**src/rtl/ball_engine_if.sv**
```systemverilog
// Frame handshake, speed/paddle inputs and pixel/status outputs of the ball engine.
// The slave modport is the engine side; the master modport is the game top side.
interface ball_engine_if;
    logic       go;
    logic [1:0] speed;
    logic [7:0] x_paddle_bot;
    logic [7:0] x_paddle_top;
    logic [7:0] x_out;
    logic [6:0] y_out;
    logic [2:0] color_out;
    logic       plot;
    logic       busy;
    logic       done;
    logic       miss_top;
    logic       miss_bot;
    logic [7:0] ball_x;
    logic [6:0] ball_y;

    modport master (
        output go, speed, x_paddle_bot, x_paddle_top,
        input  x_out, y_out, color_out, plot, busy, done,
        input  miss_top, miss_bot, ball_x, ball_y
    );

    modport slave (
        input  go, speed, x_paddle_bot, x_paddle_top,
        output x_out, y_out, color_out, plot, busy, done,
        output miss_top, miss_bot, ball_x, ball_y
    );
endinterface

```
**src/rtl/ball_engine.sv**
```systemverilog
// Ball controller: erases the sprite, waits, moves it with wall/paddle handling,
// redraws it one pixel per cycle and pulses done.
module ball_engine #(
    parameter int SPR_W     = 4,
    parameter int SPR_H     = 4,
    parameter int X_MIN     = 51,
    parameter int X_MAX     = 108,
    parameter int Y_TOP     = 12,
    parameter int Y_BOT     = 108,
    parameter int PAD_W     = 4,
    parameter int X_START   = 80,
    parameter int Y_START   = 60,
    parameter int MOVE_WAIT = 100000,
    parameter int MAX_STEP  = 3
) (
    input  logic           clk,
    input  logic           reset,
    ball_engine_if.slave   bus
);

    localparam logic [2:0] S_IDLE  = 3'd0;
    localparam logic [2:0] S_ERASE = 3'd1;
    localparam logic [2:0] S_MOVE  = 3'd2;
    localparam logic [2:0] S_DRAW  = 3'd3;
    localparam logic [2:0] S_DONE  = 3'd4;

    localparam int PW = (SPR_W > 1) ? $clog2(SPR_W) : 1;
    localparam int PH = (SPR_H > 1) ? $clog2(SPR_H) : 1;
    localparam int WW = (MOVE_WAIT > 1) ? $clog2(MOVE_WAIT) : 1;

    localparam logic [PW-1:0] PX_LAST   = PW'(SPR_W - 1);
    localparam logic [PH-1:0] PY_LAST   = PH'(SPR_H - 1);
    localparam logic [WW-1:0] WAIT_LAST = WW'(MOVE_WAIT - 1);

    localparam logic [8:0] SW9     = 9'(SPR_W);
    localparam logic [8:0] SH9     = 9'(SPR_H);
    localparam logic [8:0] PADW9   = 9'(PAD_W);
    localparam logic [8:0] XMIN9   = 9'(X_MIN);
    localparam logic [8:0] XMAX9   = 9'(X_MAX);
    localparam logic [8:0] YTOP9   = 9'(Y_TOP);
    localparam logic [8:0] YBOT9   = 9'(Y_BOT);
    localparam logic [7:0] X_CLAMP = 8'(X_MAX - SPR_W + 1);
    localparam logic [6:0] Y_CLAMP = 7'(Y_BOT - SPR_H + 1);
    localparam logic [7:0] X_SERVE = 8'(X_START);
    localparam logic [6:0] Y_SERVE = 7'(Y_START);

    // Step 0 behaves as 1; anything past MAX_STEP saturates.
    function automatic logic [1:0] sat_step(input logic [1:0] s);
        logic [1:0] r;
        case (s)
            2'd0:    r = 2'd1;
            default: r = (32'(s) > MAX_STEP) ? 2'(MAX_STEP) : s;
        endcase
        return r;
    endfunction

    function automatic logic [2:0] next_colour(input logic [2:0] c);
        logic [2:0] r;
        case (c)
            3'd1, 3'd2, 3'd3, 3'd4, 3'd5: r = c + 3'd1;
            default:                      r = 3'd1;
        endcase
        return r;
    endfunction

    // Inclusive column overlap of the sprite and a paddle, evaluated 9 bits wide.
    function automatic logic overlap(input logic [7:0] pad, input logic [7:0] bx);
        logic [8:0] p9;
        logic [8:0] b9;
        p9 = {1'b0, pad};
        b9 = {1'b0, bx};
        return (p9 <= b9 + SW9 - 9'd1) && (p9 + PADW9 - 9'd1 >= b9);
    endfunction

    logic [2:0]    state_r, state_s;
    logic [PW-1:0] px_r, px_s;
    logic [PH-1:0] py_r, py_s;
    logic [WW-1:0] wait_r, wait_s;
    logic [7:0]    bx_r, bx_s;
    logic [6:0]    by_r, by_s;
    logic          dx_r, dx_s;     // 0 = increasing column
    logic          dy_r, dy_s;     // 0 = moving down
    logic [2:0]    col_r, col_s;
    logic [1:0]    step_r, step_s;
    logic          miss_top_r, miss_top_s;
    logic          miss_bot_r, miss_bot_s;
    logic [7:0]    x_out_r, x_out_s;
    logic [6:0]    y_out_r, y_out_s;
    logic [2:0]    color_r, color_s;
    logic          plot_r, plot_s;
    logic          busy_r, busy_s;
    logic          done_r, done_s;

    logic [7:0]    ux_s;
    logic [6:0]    uy_s;
    logic          udx_s, udy_s, umt_s, umb_s;
    logic [8:0]    s9_s, bx9_s, by9_s;

    // Position/direction candidate for the end-of-move update.
    always_comb begin
        s9_s  = {7'd0, step_r};
        bx9_s = {1'b0, bx_r};
        by9_s = {2'b00, by_r};
        ux_s  = bx_r;
        uy_s  = by_r;
        udx_s = dx_r;
        udy_s = dy_r;
        umt_s = 1'b0;
        umb_s = 1'b0;
        if (!dx_r) begin
            if (bx9_s + s9_s + SW9 - 9'd1 >= XMAX9) begin
                ux_s  = X_CLAMP;
                udx_s = 1'b1;
            end else begin
                ux_s = bx_r + {6'd0, step_r};
            end
        end else begin
            if (bx9_s <= XMIN9 + s9_s) begin
                ux_s  = XMIN9[7:0];
                udx_s = 1'b0;
            end else begin
                ux_s = bx_r - {6'd0, step_r};
            end
        end
        if (!dy_r) begin
            if (by9_s + s9_s + SH9 - 9'd1 >= YBOT9) begin
                if (overlap(bus.x_paddle_bot, bx_r)) begin
                    uy_s  = Y_CLAMP;
                    udy_s = 1'b1;
                end else begin
                    // Re-serve wins over any wall clamp; dir_x keeps its old value.
                    umb_s = 1'b1;
                    ux_s  = X_SERVE;
                    uy_s  = Y_SERVE;
                    udx_s = dx_r;
                    udy_s = 1'b1;
                end
            end else begin
                uy_s = by_r + {5'd0, step_r};
            end
        end else begin
            if (by9_s <= YTOP9 + s9_s) begin
                if (overlap(bus.x_paddle_top, bx_r)) begin
                    uy_s  = YTOP9[6:0];
                    udy_s = 1'b0;
                end else begin
                    umt_s = 1'b1;
                    ux_s  = X_SERVE;
                    uy_s  = Y_SERVE;
                    udx_s = dx_r;
                    udy_s = 1'b0;
                end
            end else begin
                uy_s = by_r - {5'd0, step_r};
            end
        end
    end

    // Next-state and next-output computation; outputs are registered from these.
    always_comb begin
        state_s    = state_r;
        px_s       = px_r;
        py_s       = py_r;
        wait_s     = wait_r;
        bx_s       = bx_r;
        by_s       = by_r;
        dx_s       = dx_r;
        dy_s       = dy_r;
        col_s      = col_r;
        step_s     = step_r;
        miss_top_s = 1'b0;
        miss_bot_s = 1'b0;
        case (state_r)
            S_IDLE: begin
                if (bus.go) begin
                    state_s = S_ERASE;
                    px_s    = {PW{1'b0}};
                    py_s    = {PH{1'b0}};
                    step_s  = sat_step(bus.speed);
                end else begin
                    state_s = S_IDLE;
                end
            end
            S_ERASE, S_DRAW: begin
                if (px_r == PX_LAST && py_r == PY_LAST) begin
                    if (state_r == S_ERASE) begin
                        state_s = S_MOVE;
                        wait_s  = {WW{1'b0}};
                    end else begin
                        state_s = S_DONE;
                        col_s   = next_colour(col_r);
                    end
                end else if (px_r == PX_LAST) begin
                    px_s = {PW{1'b0}};
                    py_s = py_r + PH'(1);
                end else begin
                    px_s = px_r + PW'(1);
                end
            end
            S_MOVE: begin
                if (wait_r == WAIT_LAST) begin
                    state_s    = S_DRAW;
                    px_s       = {PW{1'b0}};
                    py_s       = {PH{1'b0}};
                    bx_s       = ux_s;
                    by_s       = uy_s;
                    dx_s       = udx_s;
                    dy_s       = udy_s;
                    miss_top_s = umt_s;
                    miss_bot_s = umb_s;
                end else begin
                    wait_s = wait_r + WW'(1);
                end
            end
            S_DONE:  state_s = S_IDLE;
            default: state_s = S_IDLE;
        endcase

        plot_s = (state_s == S_ERASE) || (state_s == S_DRAW);
        if (plot_s) begin
            x_out_s = bx_s + 8'(px_s);
            y_out_s = by_s + 7'(py_s);
        end else begin
            x_out_s = 8'd0;
            y_out_s = 7'd0;
        end
        color_s = (state_s == S_DRAW) ? col_s : 3'd0;
        busy_s  = (state_s != S_IDLE);
        done_s  = (state_s == S_DONE);
    end

    // State and registered outputs; reset drops the frame and re-serves at once.
    always_ff @(posedge clk or posedge reset) begin
        if (reset) begin
            state_r    <= S_IDLE;
            px_r       <= {PW{1'b0}};
            py_r       <= {PH{1'b0}};
            wait_r     <= {WW{1'b0}};
            bx_r       <= X_SERVE;
            by_r       <= Y_SERVE;
            dx_r       <= 1'b0;
            dy_r       <= 1'b0;
            col_r      <= 3'd1;
            step_r     <= 2'd1;
            miss_top_r <= 1'b0;
            miss_bot_r <= 1'b0;
            x_out_r    <= 8'd0;
            y_out_r    <= 7'd0;
            color_r    <= 3'd0;
            plot_r     <= 1'b0;
            busy_r     <= 1'b0;
            done_r     <= 1'b0;
        end else begin
            state_r    <= state_s;
            px_r       <= px_s;
            py_r       <= py_s;
            wait_r     <= wait_s;
            bx_r       <= bx_s;
            by_r       <= by_s;
            dx_r       <= dx_s;
            dy_r       <= dy_s;
            col_r      <= col_s;
            step_r     <= step_s;
            miss_top_r <= miss_top_s;
            miss_bot_r <= miss_bot_s;
            x_out_r    <= x_out_s;
            y_out_r    <= y_out_s;
            color_r    <= color_s;
            plot_r     <= plot_s;
            busy_r     <= busy_s;
            done_r     <= done_s;
        end
    end

    assign bus.x_out     = x_out_r;
    assign bus.y_out     = y_out_r;
    assign bus.color_out = color_r;
    assign bus.plot      = plot_r;
    assign bus.busy      = busy_r;
    assign bus.done      = done_r;
    assign bus.miss_top  = miss_top_r;
    assign bus.miss_bot  = miss_bot_r;
    assign bus.ball_x    = bx_r;
    assign bus.ball_y    = by_r;

endmodule

```
**src/flat_wrapper.sv**
```systemverilog
// flat-port wrapper written by rule: the top's interface ports become plain ports
module ball_engine_flat 
#(
    parameter int SPR_W     = 4,
    parameter int SPR_H     = 4,
    parameter int X_MIN     = 51,
    parameter int X_MAX     = 108,
    parameter int Y_TOP     = 12,
    parameter int Y_BOT     = 108,
    parameter int PAD_W     = 4,
    parameter int X_START   = 80,
    parameter int Y_START   = 60,
    parameter int MOVE_WAIT = 100000,
    parameter int MAX_STEP  = 3
)
  (clk, reset, bus_go, bus_speed, bus_x_paddle_bot, bus_x_paddle_top, bus_x_out, bus_y_out, bus_color_out, bus_plot, bus_busy, bus_done, bus_miss_top, bus_miss_bot, bus_ball_x, bus_ball_y);
  ball_engine_if bus_i ();
  input  logic clk;
  input  logic reset;
  input wire logic [$bits(bus_i.go)-1:0] bus_go;
  input wire logic [$bits(bus_i.speed)-1:0] bus_speed;
  input wire logic [$bits(bus_i.x_paddle_bot)-1:0] bus_x_paddle_bot;
  input wire logic [$bits(bus_i.x_paddle_top)-1:0] bus_x_paddle_top;
  output wire logic [$bits(bus_i.x_out)-1:0] bus_x_out;
  output wire logic [$bits(bus_i.y_out)-1:0] bus_y_out;
  output wire logic [$bits(bus_i.color_out)-1:0] bus_color_out;
  output wire logic [$bits(bus_i.plot)-1:0] bus_plot;
  output wire logic [$bits(bus_i.busy)-1:0] bus_busy;
  output wire logic [$bits(bus_i.done)-1:0] bus_done;
  output wire logic [$bits(bus_i.miss_top)-1:0] bus_miss_top;
  output wire logic [$bits(bus_i.miss_bot)-1:0] bus_miss_bot;
  output wire logic [$bits(bus_i.ball_x)-1:0] bus_ball_x;
  output wire logic [$bits(bus_i.ball_y)-1:0] bus_ball_y;
  assign bus_i.go = bus_go;
  assign bus_i.speed = bus_speed;
  assign bus_i.x_paddle_bot = bus_x_paddle_bot;
  assign bus_i.x_paddle_top = bus_x_paddle_top;
  assign bus_x_out = bus_i.x_out;
  assign bus_y_out = bus_i.y_out;
  assign bus_color_out = bus_i.color_out;
  assign bus_plot = bus_i.plot;
  assign bus_busy = bus_i.busy;
  assign bus_done = bus_i.done;
  assign bus_miss_top = bus_i.miss_top;
  assign bus_miss_bot = bus_i.miss_bot;
  assign bus_ball_x = bus_i.ball_x;
  assign bus_ball_y = bus_i.ball_y;
  ball_engine #(.SPR_W(SPR_W), .SPR_H(SPR_H), .X_MIN(X_MIN), .X_MAX(X_MAX), .Y_TOP(Y_TOP), .Y_BOT(Y_BOT), .PAD_W(PAD_W), .X_START(X_START), .Y_START(Y_START), .MOVE_WAIT(MOVE_WAIT), .MAX_STEP(MAX_STEP)) u_core (.clk(clk), .reset(reset), .bus(bus_i));
endmodule
```
**config.mk**
```make
export PLATFORM = sky130hd
export DESIGN_NAME = ball_engine_flat
export DESIGN_NICKNAME = d
export VERILOG_FILES = /design/src/rtl/ball_engine_if.sv /design/src/rtl/ball_engine.sv /design/src/flat_wrapper.sv
export SDC_FILE = /design/constraint.sdc
export NUM_CORES = 1
export LEC_CHECK = 0
export BUFFER_PORTS_ARGS = -buffer_cell sky130_fd_sc_hd__buf_2
export CAP_MARGIN = 20
export CELL_PAD_IN_SITES_DETAIL_PLACEMENT = 0
export CELL_PAD_IN_SITES_GLOBAL_PLACEMENT = 1
export CORE_AREA = 2 2 97 137
export DETAILED_ROUTE_END_ITERATION = 8
export DIE_AREA = 0 0 99 139
export GPL_TIMING_DRIVEN = 0
export PLACE_DENSITY = 0.82
export RECOVER_POWER = 50
export SKIP_CTS_REPAIR_TIMING = 1
export SYNTH_ARGS = -nofsm -noshare
export SYNTH_HDL_FRONTEND = slang
export SYNTH_SLANG_ARGS = --single-unit
```
**constraint.sdc**
```tcl
create_clock -name clk -period 5.26 [get_ports clk]
set_input_delay 1.578 -clock clk [delete_from_list [all_inputs] [get_ports clk]]
set_output_delay 1.578 -clock clk [all_outputs]
set_load 0.03 [all_outputs]
```
**Word-level counts from Yosys, hierarchy flattened**

Cells that the tools add are included.

- Register bits: 69
- Output and inout bits: 38
- Logic and storage cells: 148

- Magnitude comparators: 8
- Multiplexer cells: 65
- Reductions and logical operators: 14
- Equality and inequality tests: 19
- Add/sub/neg operators: 24

Operator list:

| kind | count |
|---|---|
| 8-bit two-way mux | 11 |
| 17-bit two-way mux | 3 |
| 7-bit two-way mux | 7 |
| 9-bit by 1-bit subtractor with 9-bit output, second input constant | 5 |
| 17-bit one-hot mux with 2 select lines | 1 |
| 8-bit by 3-bit adder with 9-bit output, second input constant | 3 |
| 8-bit by 9-bit less-or-equal comparator with 1-bit output | 3 |
| 3-bit two-way mux | 8 |
| 1-bit two-way mux | 22 |
| 9-bit by 3-bit adder with 9-bit output, second input constant | 2 |
| 9-bit by 7-bit greater-or-equal comparator with 1-bit output, second input constant | 2 |
| 9-bit by 8-bit greater-or-equal comparator with 1-bit output | 2 |
| 2-bit two-way mux | 9 |
| 17-bit by 1-bit adder with 17-bit output, second input constant | 1 |
| 17-bit equality test, second input constant | 1 |
| 8-bit by 2-bit adder with 8-bit output | 2 |
| 3-bit by 2-bit equality test with 1-bit output, second input constant | 5 |
| 7-bit by 2-bit adder with 7-bit output | 2 |
| 2-bit one-hot mux with 3 select lines | 2 |
| 8-bit by 2-bit adder with 9-bit output | 1 |
| 3-bit by 1-bit equality test with 1-bit output, second input constant | 3 |
| 3-bit equality test, second input constant | 3 |
| 7-bit by 9-bit less-or-equal comparator with 1-bit output | 1 |
| 3-bit one-hot mux with 3 select lines | 1 |
| 23 further kinds | 30 |

**Depth between registers and ports, before layout**

Gate-level depths: netlist of the first run.

- Word-level depth: 13
- Mapped depth: 20
- Mapped depth without buffers: 20

**Worst setup path before layout of the first run**

No wires, ideal clock.

- Path type: input port to flip-flop
- Start: input port bus_x_paddle_top[3]
- End: register u_core.x_out_r[7], in the netlist u_core.bus.x_out[7]
- Setup slack: 212 ps
- Stages: 18
- Data required time: 5137 ps
- Setup time: 123 ps
- Buffers on the path: 2
- Data arrival time: 4925 ps
- Cells stage by stage: buf_2 > nand4_1 > nor2_1 > xor2_1 > ha_1 > nand3_1 > or4_1 > a32oi_2 > o21ai_2 > a311oi_2 > buf_6 > nand2_1 > o22ai_1 > ha_1 > a21oi_1 > inv_1 > and4bb_2 > mux2i_1

- Longest elaborated chain between the ends: 11

RTL lines:

| element | RTL line | RTL |
|---|---|---|
| start, declared | flat_wrapper.sv:23 | `input wire logic [$bits(bus_i.x_paddle_top)-1:0] bus_x_paddle_top;` |
| 8-bit by 3-bit adder with 9-bit output | ball_engine.sv:72 | `return (p9 <= b9 + SW9 - 9'd1) && (p9 + PADW9 - 9'd1 >= b9);` |
| 9-bit by 1-bit subtractor with 9-bit output | ball_engine.sv:72 |  |
| 9-bit by 8-bit greater-or-equal comparator with 1-bit output | ball_engine.sv:72 |  |
| 1-bit logical AND * | ball_engine.sv:72 |  |
| 8-bit two-way mux * | ball_engine.sv:143 | `if (overlap(bus.x_paddle_top, bx_r)) begin` |
| 8-bit two-way mux * | ball_engine.sv:142 | `if (by9_s <= YTOP9 + s9_s) begin` |
| 8-bit two-way mux * | ball_engine.sv:125 | `if (!dy_r) begin` |
| 8-bit two-way mux * | ball_engine.sv:201 | `if (wait_r == WAIT_LAST) begin` |
| 8-bit two-way mux * | ball_engine.sv:173 | `case (state_r)` |
| via u_core.bx_s[1] | ball_engine.sv:79 | `logic [7:0] bx_r, bx_s;` |
| 8-bit by 2-bit adder with 8-bit output * | ball_engine.sv:221 | `x_out_s = bx_s + 8'(px_s);` |
| 8-bit two-way mux * | ball_engine.sv:220 | `if (plot_s) begin` |
| via u_core.x_out_s[7] | ball_engine.sv:87 | `logic [7:0] x_out_r, x_out_s;` |
| end signal, assigned | ball_engine.sv:266 | `x_out_r <= x_out_s;` |
| end, declared | ball_engine.sv:87 |  |

Mark *: on every way through the listed nets, which the timed path passes. The rest lies on a longest branch.
A chain may end at the register's enable or synchronous reset.

**Worst setup path after layout of the first run**

- Start: input port bus_x_paddle_top[0]
- End: register u_core.x_out_r[4], in the netlist u_core.bus.x_out[4]

Same word-level chain as after synthesis.

==> impl_metrics.csv, run 1 <==
group,metric,value,unit
run_status,status,"complete, but fails checks",
run_status,violations,"capacitance limit, slew limit",
final_layout,drive_gt1_share,14.94,%
global_route,grt_pass1_vias,5291,
worst_setup_path,worst_setup_path_end_kind,"flop",
logic_synthesis,synth.distinct_cells,77,
power_and_ir_drop,p_switching,0.0008917,W
logic_synthesis,syn_inst,641,
timing,finalWorstSetupSlack,0.2012,ns
floorplan,coreArea,12570,um2
detailed_routing,viasPerCell,5.884,
floorplan,initial_core_util,45.01,%
detailed_routing,num_vias,5113,
global_route,grt_max_degree,70,
worst_setup_path,critPathKind,"in -> reg",
clocking,cts_tree,"done",
clocking,cts_root_buffer,"clkbuf_16",
power_and_ir_drop,p_int,0.001442,W
worst_setup_path,reg2reg_slack,0.33,ns
final_layout,syn2layout_area_growth,15.17,%
floorplan,num_rows,49,
logic_synthesis,synthTopCellsByArea,"dfrtp_1 27%, ha_1 13%, dfstp_2 3.7%, nor2_1 3.6%, inv_1 3.5%",
timing,period_share,96.18,%
worst_setup_path,critPathMaxFanout,5,
power_and_ir_drop,p_leak,2.961,nW
timing,worstMarginPinSlew,3.061,ns
logic_synthesis,synth_largest_area_cell,"dfrtp_1",
timing,finalMaxSlewViolations,70,
power_and_ir_drop,power.share.clock,30.2,%
final_layout,utilization,51.84,%
floorplan,die_area,13760,um2
logic_synthesis,synth_seq_area_share,30.70,%
detailed_routing,ant_nets,0,
final_layout,regArea,1738,um2
final_layout,fill_cells,1180,
placed_design,dpl.hpwl,11660,um
placed_design,numPortBuffers,56,
timing,finalSetupViolCount,0,
min_path,hold_class,"reg -> reg",
floorplan,die_h,139,um
detailed_routing,drt_first_pass_iters,6,
logic_synthesis,synth_seq_cells,69,
clocking,cts.clk_slew.worst_paths,0.06,ns
power_and_ir_drop,vdd_ir_drop_max,0.0003454,V
placed_design,gp_congestion,0.9320,
clocking,clk_path_buf_depth,2,
final_layout,antenna_cells,0,
final_layout,multi_input_area,3625,um2
global_route,grt.overflow.total,0,
clocking,clk-insertion-delay-late,0.33,ns
detailed_routing,drtIter0Drc,284,
logic_synthesis,syn_area,5657,um2
timing,timing.hold.ws,0.5316,ns
logic_synthesis,synth-edff-count,0,
detailed_routing,wl,15310,um
clocking,cts.sinks,69,
worst_setup_path,cp.required,5.51,ns
placed_design,post-place-ws,-0.4190,ns
timing,finalHoldViolations,0,
logic_synthesis,synth_top_area_share,26.99,%
clocking,htreeDepth,3,
logic_synthesis,syn_nets,727,
floorplan,die_w,99,um
global_route,grt_usage,22.79,%
detailed_routing,drc,0,
global_route,grt_pass1_wl,25650,um
timing,max_freq,197.7,MHz
power_and_ir_drop,pwr-share-comb,40.5,%
timing,finClkSkew,0.009447,ns
job,max_cap_violations,1,
logic_synthesis,synth-async-reset-ratio,100.0,%
power_and_ir_drop,p_per_area,358.2,nW/um2
worst_setup_path,worstSetupStartpointType,"input pin",
power_and_ir_drop,seqPwrFrac,29.3,%
worst_setup_path,worstPathArrival,5.31,ns
final_layout,nNetsFinal,797,
power_and_ir_drop,p_sw_share,38.22,%
detailed_routing,wire_per_inst,17.62,um
clocking,tritoncts.num_buffers,9,
logic_synthesis,synth_commonest_cells,"61 x dfrtp_1, 58 x ha_1, 54 x nor2_1, 52 x inv_1, 48 x nand2_1",
logic_synthesis,avgSynthCellArea,8.825,um2
logic_synthesis,synth_most_common_cell,"dfrtp_1",
floorplan,io_pins,59,
global_route,antenna_found_initial,0,
timing,fin_crit,5.059,ns
timing,slew_headroom,-105.2,%
logic_synthesis,synth_flop_cell,"dfrtp_1",
logic_synthesis,yosysWarnings,0,
==> critical path, cell delays in order <==
cell      delay [ns]
buf_2           0.13
inv_1           0.12
ha_4            0.18
nor2_1          0.05
xor2_1          0.14
ha_1            0.32
nand3_1         0.09
or4_1           0.56
a32oi_2         0.24
o21ai_2         0.10
a311oi_2        0.26
buf_6           0.16
nand2_1         0.06
o21ai_0         0.12
ha_2            0.25
fa_1            0.17
inv_1           0.09
or4_1           0.53
a21oi_1         0.16
==> flip-flops by register name, summed over array words and instances (netlist names) <==
| register | cells |
|---|---|
| u_core.bus.ball_x | 8 |
| u_core.dx_r | 1 |
| u_core.bus.busy | 1 |
| u_core.state_r | 3 |
| u_core.wait_r | 17 |
| u_core.bus.done | 1 |
| u_core.py_r | 2 |
| u_core.bus.miss_bot | 1 |
| u_core.bus.ball_y | 7 |
| u_core.bus.color_out | 3 |
| u_core.bus.y_out | 7 |
| u_core.step_r | 2 |
| u_core.bus.x_out | 8 |
| u_core.px_r | 2 |
| u_core.bus.miss_top | 1 |
| u_core.dy_r | 1 |
| u_core.col_r | 3 |
| u_core.bus.plot | 1 |
==> routing by layer <==
metal	GRT usage (%)	part of all wire, %
met5	0	0
met4	9.084	1.8
met3	3.175	4.0
met2	41.18	54
met1	26.78	40
==> power by group through the flow <==
stage                     combinational (W)  clock [W]  sequential [W]
after floorplan                    0.000576          0        0.000780
after global placement             0.000911          0        0.000689
after detailed placement           0.000930          0        0.000692
after CTS                          0.000944   0.000724        0.000683
after global routing                0.00106   0.000745        0.000695
final                              0.000945   0.000705        0.000683
==> worst paths after layout <==
path / depth (start not counted) / to / from
setup / recovery: 19 / u_core.bus.x_out[4] / bus_x_paddle_top[0]
hold / removal: 2 / u_core.col_r[0] / u_core.col_r[0]
setup reg to reg: 20 / u_core.bus.y_out[6] / u_core.bus.ball_x[0]
hold reg to reg: 2 / u_core.col_r[0] / u_core.col_r[0]
max in group asynchronous: 2 / u_core.bus.ball_x[1] / reset
min in group asynchronous: 2 / u_core.bus.x_out[3] / reset
==> final cells by class <==
class	count	area share, %
tap	153	2.938
inverter	55	3.265
clock buffer	11	3.726
buffer	21	1.575
timing repair buffer	59	4.532
multi-input combinational	496	55.64
sequential	69	26.68
clock inverter	5	1.652
==> placed cells by master, fill, tap and decap left out, types with 3 or more instances in the layout <==
cell type	netlist	final
and3_1	17	17
a32o_1	3	3
o22ai_1	13	12
o21ai_0	36	36
nor2b_1	8	8
nor3b_1	4	3
fa_1	7	7
nand4_1	13	13
a31oi_1	6	6
a21o_1	7	7
nand3_1	20	20
or4_1	4	4
a31o_2	3	3
nand2b_1	9	9
a211oi_1	8	8
ha_1	58	56
dfrtp_1	61	60
o221ai_1	6	6
nand2_1	48	48
clkbuf_1	14	21
nand4b_1	3	3
nor3_1	18	18
inv_1	52	51
nor2_1	54	54
xor2_1	19	19
bufinv_16	0	3
and2_1	3	3
clkbuf_16	0	9
xnor2_1	17	17
o31ai_1	4	4
buf_4	1	4
xnor3_1	3	3
or3_1	6	6
a21oi_1	38	38
dfstp_2	8	8
mux2i_1	5	5
nand3b_1	4	4
buf_2	4	54
and4_1	3	3
==> stage by stage <==
| stage | instance area, um2 | total power (W) | TNS [ns] | std cells |
|---|---|---|---|---|
| finish | 6515 | 0.002333 | 0 | 869 |
| CTS | 6481 | 0.002350 | -0.1127 | 866 |
| floorplan | 5657 | 0.001356 | 0 | 641 |
| global route | 6515 | 0.002505 | -0.01459 | 869 |
| global placement | 6128 | 0.001600 | -1.537 | 850 |
| detailed placement | 6131 | 0.001622 | -1.953 | 850 |
==> cells by family (layout without fill, tap and decap cells) <==
logic type	count (synthesis)	in the layout	synth area share [%]
muxes	8	8	1.482
and+or+nand+nor	223	223	20.64
DFF	69	69	30.70
adders and majority gates	66	66	15.51
AOI/OAI and AO/OA	160	160	19.35
xor gates and xnor gates	39	39	6.768
buffers and inverters	76	151	5.552
No activity file was read; power rests on OpenSTA's default activity.
==> inputs of run 2 (changes only) <==
Settings changed: CORE_AREA 2 2 97 137 to 2 2 96 135, CTS_BUF_LIST set to sky130_fd_sc_hd__clkbuf_4, DIE_AREA 0 0 99 139 to 0 0 98 137, PLACE_DENSITY 0.82 to 0.84.
Clock period 5.26 ns to 5 ns, I/O delays scaled along.
==> run 2 against run 1 <==
Against the previous run: the run ends with DRC, capacitance limit, slew limit left; routed wire length increased by 0.86%; clock-buffer cell count decreased by 2; setup slack got worse by 0.055 ns; flip-flop and latch count stayed put; die area fell by 2.4%; non-clock buffer count is 7 higher; clock skew rose by 0.014 ns; sequential share of layout area rose by 0.29 points; clock power decreased by 28%; worst hold slack gained 0.023 ns; largest power group unchanged; highest routed layer unchanged.
==> impl_metrics.csv, run 2 (synthesized netlist as in run 1, its figures left out) <==
group,metric,value,unit
timing,worstMarginPinSlew,3.020,ns
clocking,htreeDepth,3,
power_and_ir_drop,vdd_ir_drop_max,0.0003794,V
placed_design,gp_congestion,0.8888,
clocking,cts.clk_slew.worst_paths,0.13,ns
power_and_ir_drop,p_sw_share,40.84,%
floorplan,die_w,98,um
global_route,grt.overflow.total,0,
job,max_cap_violations,1,
power_and_ir_drop,p_leak,2.929,nW
timing,period_share,97.07,%
global_route,grt_pass1_vias,5137,
placed_design,dpl.hpwl,11740,um
detailed_routing,drc,1,
timing,finalWorstSetupSlack,0.1466,ns
detailed_routing,viasPerCell,5.937,
timing,finClkSkew,0.02321,ns
worst_setup_path,worstSetupStartpointType,"input pin",
global_route,grt_pass1_wl,25140,um
placed_design,placed_cells,847,
worst_setup_path,critPathMaxFanout,5,
min_path,hold_class,"reg -> reg",
global_route,grt_max_degree,70,
final_layout,fin_area,6450,um2
final_layout,final_cells,874,
placed_design,numPortBuffers,56,
placed_design,post-place-ws,-0.6341,ns
worst_setup_path,cp.required,5.36,ns
run_status,violations,"DRC, capacitance limit, slew limit",
timing,finalHoldViolations,0,
final_layout,layout_common_cells,"59 x dfrtp_1, 56 x ha_1, 54 x buf_2, 53 x nor2_1, 50 x inv_1",
clocking,cts_tree,"done",
global_route,grt_usage,23.31,%
min_path,hold_depth,1,
worst_setup_path,worstPathArrival,5.21,ns
clocking,clk_path_buf_depth,2,
floorplan,io_pins,59,
worst_setup_path,worst_setup_path_end_kind,"flop",
timing,setup_tns,0,ns
floorplan,die_area,13430,um2
detailed_routing,wl,15450,um
clocking,clk-insertion-delay-late,0.43,ns
power_and_ir_drop,p_int,0.001330,W
power_and_ir_drop,seqPwrFrac,31.9,%
power_and_ir_drop,p_per_area,348.5,nW/um2
detailed_routing,drt_first_pass_iters,7,
final_layout,drive_gt1_share,17.01,%
run_status,status,"complete, but fails checks",
placed_design,dpl_cell_area,6127,um2
timing,max_freq,206.0,MHz
worst_setup_path,critPathKind,"in -> reg",
floorplan,num_rows,48,
clocking,tritoncts.num_buffers,9,
final_layout,top_register,"u_core.wait_r",
clocking,cts_root_buffer,"clkbuf_4",
clocking,cts.sinks,69,
floorplan,die_h,137,um
timing,slew_headroom,-102.4,%
final_layout,largest_reg_flops,17,
detailed_routing,drtIter0Drc,307,
detailed_routing,num_vias,5189,
final_layout,layout_commonest_cell,"dfrtp_1",
final_layout,syn2layout_area_growth,14.02,%
power_and_ir_drop,power.share.clock,22.7,%
timing,finalMaxSlewViolations,70,
worst_setup_path,r2r_cells,20,
timing,finalSetupViolCount,0,
floorplan,coreArea,12190,um2
global_route,antenna_found_initial,1,
detailed_routing,ant_nets,0,
floorplan,initial_core_util,46.40,%
power_and_ir_drop,pwr-share-comb,45.3,%
power_and_ir_drop,p_switching,0.0009181,W
timing,fin_crit,4.853,ns
detailed_routing,wire_per_inst,17.67,um
final_layout,nNetsFinal,804,
-- run 2: critical path, cell delays in order --
cell      delay, ns
buf_2          0.13
inv_1          0.12
ha_4           0.18
nor2_2         0.05
xor2_1         0.14
ha_1           0.33
nand3_1        0.09
or4_4          0.55
a32oi_2        0.24
o21ai_2        0.09
a311oi_2       0.26
buf_6          0.16
nand2_1        0.05
o21ai_1        0.11
ha_2           0.23
fa_1           0.16
inv_1          0.09
or4_4          0.55
a21oi_2        0.17
-- run 2: metal layers --
| layer | vias up | wire, um | share of wire (%) | global-route usage [%] |
|---|---|---|---|---|
| li1 | 2477 | - | - | - |
| met1 | 2548 | 6296 | 41 | 26.89 |
| met2 | 134 | 8236 | 53 | 43.26 |
| met3 | 30 | 494 | 3.2 | 3.064 |
| met4 | 0 | 417 | 2.7 | 9.568 |
| met5 | - | 0 | 0 | 0 |
-- run 2: worst paths after layout --
kind                                              to            startpoint  slack [ns]
max in group asynchronous       u_core.bus.ball_x[0]                 reset        1.56
worst min-delay path                  u_core.py_r[0]        u_core.py_r[0]        0.55
worst max register to register   u_core.bus.x_out[4]  u_core.bus.ball_x[0]        0.26
min in group asynchronous        u_core.bus.x_out[4]                 reset        1.91
worst min register to register        u_core.py_r[0]        u_core.py_r[0]        0.55
worst max-delay path             u_core.bus.x_out[4]   bus_x_paddle_top[0]        0.15
-- run 2: area by class of cell --
class | instances | area (um2)
clock inverters | 7 | 136.4
multi-input cells | 496 | 3645
well taps | 150 | 187.7
inverters | 55 | 216.5
fillers | 1195 | 5742
flip-flops and latches | 69 | 1739
plain buffers | 21 | 106.4
clock buffers | 9 | 67.56
repair buffers | 66 | 349.1
diodes | 1 | 2.502
-- run 2: power by group through the flow --
stage	clock [W]	sequential [W]	combinational, W
after detailed placement	0	0.000727	0.000979
after floorplan	0	0.000821	0.000606
final	0.000511	0.000718	0.00102
after global routing	0.000549	0.000731	0.00113
after global placement	0	0.000723	0.000952
after CTS	0.000524	0.000717	0.000990
-- run 2: metrics by stage --
step	util (%)	total power [W]	hold WS [ns]
finish	52.90	0.002248	0.5544
global placement	50.24	0.001675	0.5110
floorplan	-	0.001426	0.4832
global route	52.90	0.002408	0.5871
CTS	51.93	0.002231	0.5433
detailed placement	50.26	0.001706	0.5229
==> inputs of run 3 (changes only) <==
--- a/config.mk
+++ b/config.mk
@@ -8,12 +8,12 @@
 export BUFFER_PORTS_ARGS = -buffer_cell sky130_fd_sc_hd__buf_2
 export CAP_MARGIN = 20
-export CELL_PAD_IN_SITES_DETAIL_PLACEMENT = 0
-export CELL_PAD_IN_SITES_GLOBAL_PLACEMENT = 1
-export CORE_AREA = 2 2 96 135
+export CELL_PAD_IN_SITES_DETAIL_PLACEMENT = 1
+export CELL_PAD_IN_SITES_GLOBAL_PLACEMENT = 2
+export CORE_AREA = 2 2 107 150
 export CTS_BUF_LIST = sky130_fd_sc_hd__clkbuf_4
 export DETAILED_ROUTE_END_ITERATION = 8
-export DIE_AREA = 0 0 98 137
+export DIE_AREA = 0 0 109 152
 export GPL_TIMING_DRIVEN = 0
-export PLACE_DENSITY = 0.84
+export PLACE_DENSITY = 0.83
 export RECOVER_POWER = 50
 export SKIP_CTS_REPAIR_TIMING = 1
==> constraint.sdc (replaced) <==
create_clock -name clk -period 5 [get_ports clk]
set_input_delay 0 -clock clk [delete_from_list [all_inputs] [get_ports clk]]
set_output_delay 0 -clock clk [all_outputs]
set_load 0.03 [all_outputs]
==> run 3 against run 2 <==
Against the previous run: the run ends with capacitance limit, slew limit left; flip-flop and latch count stayed put; sequential share of layout area fell by 0.26 points; routed wire length grew 14%; global-route usage shrank 1.6 points; power fell by 2.5%; worst hold slack worse by 0.22 ns; fmax is 3.6% higher; non-clock buffer count rose by 9; clock power decreased by 16%; die area increased by 23%; critical path depth grew 1.
==> impl_metrics.csv, run 3 (synthesized netlist as in run 1, its figures left out) <==
group,metric,value,unit
global_route,grt_pass1_vias,5590,
power_and_ir_drop,p_per_area,336.0,nW/um2
run_status,violations,"capacitance limit, slew limit",
clocking,cts_tree,"done",
power_and_ir_drop,vdd_ir_drop_max,0.0002561,V
final_layout,antenna_cells,0,
worst_setup_path,worst_setup_path_end_kind,"flop",
floorplan,die_h,152,um
timing,period_share,93.67,%
min_path,hold_class,"in -> reg",
timing,setup_tns,0,ns
global_route,antenna_found_initial,0,
timing,finalHoldViolations,0,
worst_setup_path,r2r_cells,20,
detailed_routing,wl,17610,um
detailed_routing,drc,0,
timing,slew_headroom,-107.4,%
power_and_ir_drop,p_switching,0.0009584,W
floorplan,initial_core_util,36.88,%
detailed_routing,ant_nets,0,
power_and_ir_drop,power.share.clock,19.6,%
worst_setup_path,critPathKind,"reg -> reg",
power_and_ir_drop,seqPwrFrac,32.9,%
power_and_ir_drop,p_sw_share,43.74,%
detailed_routing,wire_per_inst,18.98,um
clocking,tritoncts.num_buffers,9,
timing,finClkSkew,0.02110,ns
timing,finalMaxSlewViolations,70,
detailed_routing,num_vias,5229,
placed_design,dpl.hpwl,13560,um
final_layout,nNetsFinal,813,
detailed_routing,drtIter0Drc,237,
worst_setup_path,worstPathArrival,5.07,ns
clocking,htreeDepth,3,
run_status,status,"complete, but fails checks",
final_layout,drive_gt1_share,15.30,%
global_route,grt.overflow.total,0,
worst_setup_path,cp.required,5.38,ns
floorplan,coreArea,15340,um2
power_and_ir_drop,p_int,0.001233,W
clocking,clk_path_buf_depth,2,
global_route,grt_max_degree,70,
clocking,cts.clk_slew.worst_paths,0.13,ns
worst_setup_path,worstSetupStartpointType,"flop",
floorplan,die_area,16570,um2
final_layout,largest_reg_flops,17,
global_route,grt_pass1_wl,28260,um
power_and_ir_drop,p_leak,2.877,nW
final_layout,utilization,42.52,%
floorplan,num_rows,54,
timing,finalWorstSetupSlack,0.3165,ns
placed_design,post-place-ws,-0.3522,ns
timing,max_freq,213.5,MHz
job,max_cap_violations,1,
floorplan,io_pins,59,
final_layout,final_cells,928,
timing,worstMarginPinSlew,3.094,ns
global_route,grt_usage,21.66,%
final_layout,fin_area,6521,um2
final_layout,top_register,"u_core.wait_r",
placed_design,numPortBuffers,56,
final_layout,fill_cells,1835,
clocking,clk-insertion-delay-late,0.45,ns
detailed_routing,drt_first_pass_iters,4,
floorplan,die_w,109,um
detailed_routing,viasPerCell,5.635,
timing,finalSetupViolCount,0,
placed_design,gp_congestion,0.8414,
final_layout,layout_common_cells,"57 x ha_1, 57 x dfrtp_1, 53 x nor2_1, 48 x inv_1, 48 x nand2_1",
min_path,hold_depth,6,
clocking,cts_root_buffer,"clkbuf_4",
placed_design,dpl_cell_area,6185,um2
timing,fin_crit,4.683,ns
final_layout,syn2layout_area_growth,15.28,%
clocking,cts.sinks,69,
power_and_ir_drop,pwr-share-comb,47.4,%
worst_setup_path,critPathMaxFanout,10,
placed_design,placed_cells,893,
==> run 3: changes by cell type in the layout (fill, tap and decap cells not counted), moves of 2 or more <==
cell	delta
clkbuf_1	+16
buf_2	-15
dlygate4sd3_1	+5
buf_4	+4
clkinvlp_4	+3
bufinv_16	-2
clkbuf_4	+2
dfrtp_1	-2
dfrtp_2	+2
inv_1	-2
or4_1	+2
or4_4	-2
==> run 3: worst paths after layout <==
path / start / slack, ns / end
max: u_core.bus.ball_x[1] / 0.32 / u_core.bus.x_out[4]
min: bus_x_paddle_top[3] / 0.34 / u_core.bus.miss_top
max reg2reg: u_core.bus.ball_x[1] / 0.32 / u_core.bus.x_out[4]
min reg2reg: u_core.col_r[0] / 0.55 / u_core.col_r[0]
max in group asynchronous: reset / 2.46 / u_core.bus.ball_x[0]
min in group asynchronous: reset / 0.97 / u_core.bus.x_out[4]
==> run 3: critical path, cell delays in order (launching register included) <==
cell	delay, ns
dfrtp_2	0.46
clkinvlp_4	0.14
ha_1	0.22
nand3b_1	0.25
nor2_2	0.19
xnor2_2	0.11
ha_1	0.30
and3_1	0.14
o21ai_0	0.15
or3_4	0.45
a32oi_2	0.19
o21ai_2	0.10
a311oi_2	0.28
buf_6	0.20
nand2_1	0.06
o21ai_0	0.13
ha_2	0.26
fa_1	0.18
inv_1	0.10
or4_1	0.53
a21oi_1	0.17
==> run 3: layout make-up <==
cell class                      instances  area, um2  area share [%]
Multi-Input combinational cell        496       3636           55.76
Sequential cell                        69       1742           26.71
Timing Repair Buffer                   75      409.1           6.274
Tap cell                              196      245.2           3.761
Inverter                               55      224.0           3.434
Buffer                                 21      106.4           1.631
Clock buffer                           11      82.58           1.266
Clock inverter                          5      76.32           1.170
==> run 3: per-stage QoR <==
stage	total power (W)	hold slack [ns]
floorplan	0.001426	0.1168
global placement	0.001702	0.2456
detailed placement	0.001756	0.2443
CTS	0.002192	-0.2415
global route	0.002352	0.3597
finish	0.002191	0.3367
==> run 3: layer usage <==
layer | global-route usage [%] | up-vias | wire length (um)
met3 | 2.102 | 25 | 376
met2 | 40.99 | 76 | 9978
met1 | 24.15 | 2631 | 6920
met4 | 8.242 | 0 | 335
met5 | 0 | - | 0
li1 | - | 2497 | -
==> run 3: power groups by stage <==
stage | Clock (W) | Sequential (W) | Combinational, W
2_1_floorplan | 0 | 0.000821 | 0.000606
3_3_place_gp | 0 | 0.000724 | 0.000978
3_5_place_dp | 0 | 0.000732 | 0.00102
4_1_cts | 0.000438 | 0.000721 | 0.00103
5_1_grt | 0.000458 | 0.000734 | 0.00116
6_report | 0.000430 | 0.000722 | 0.00104
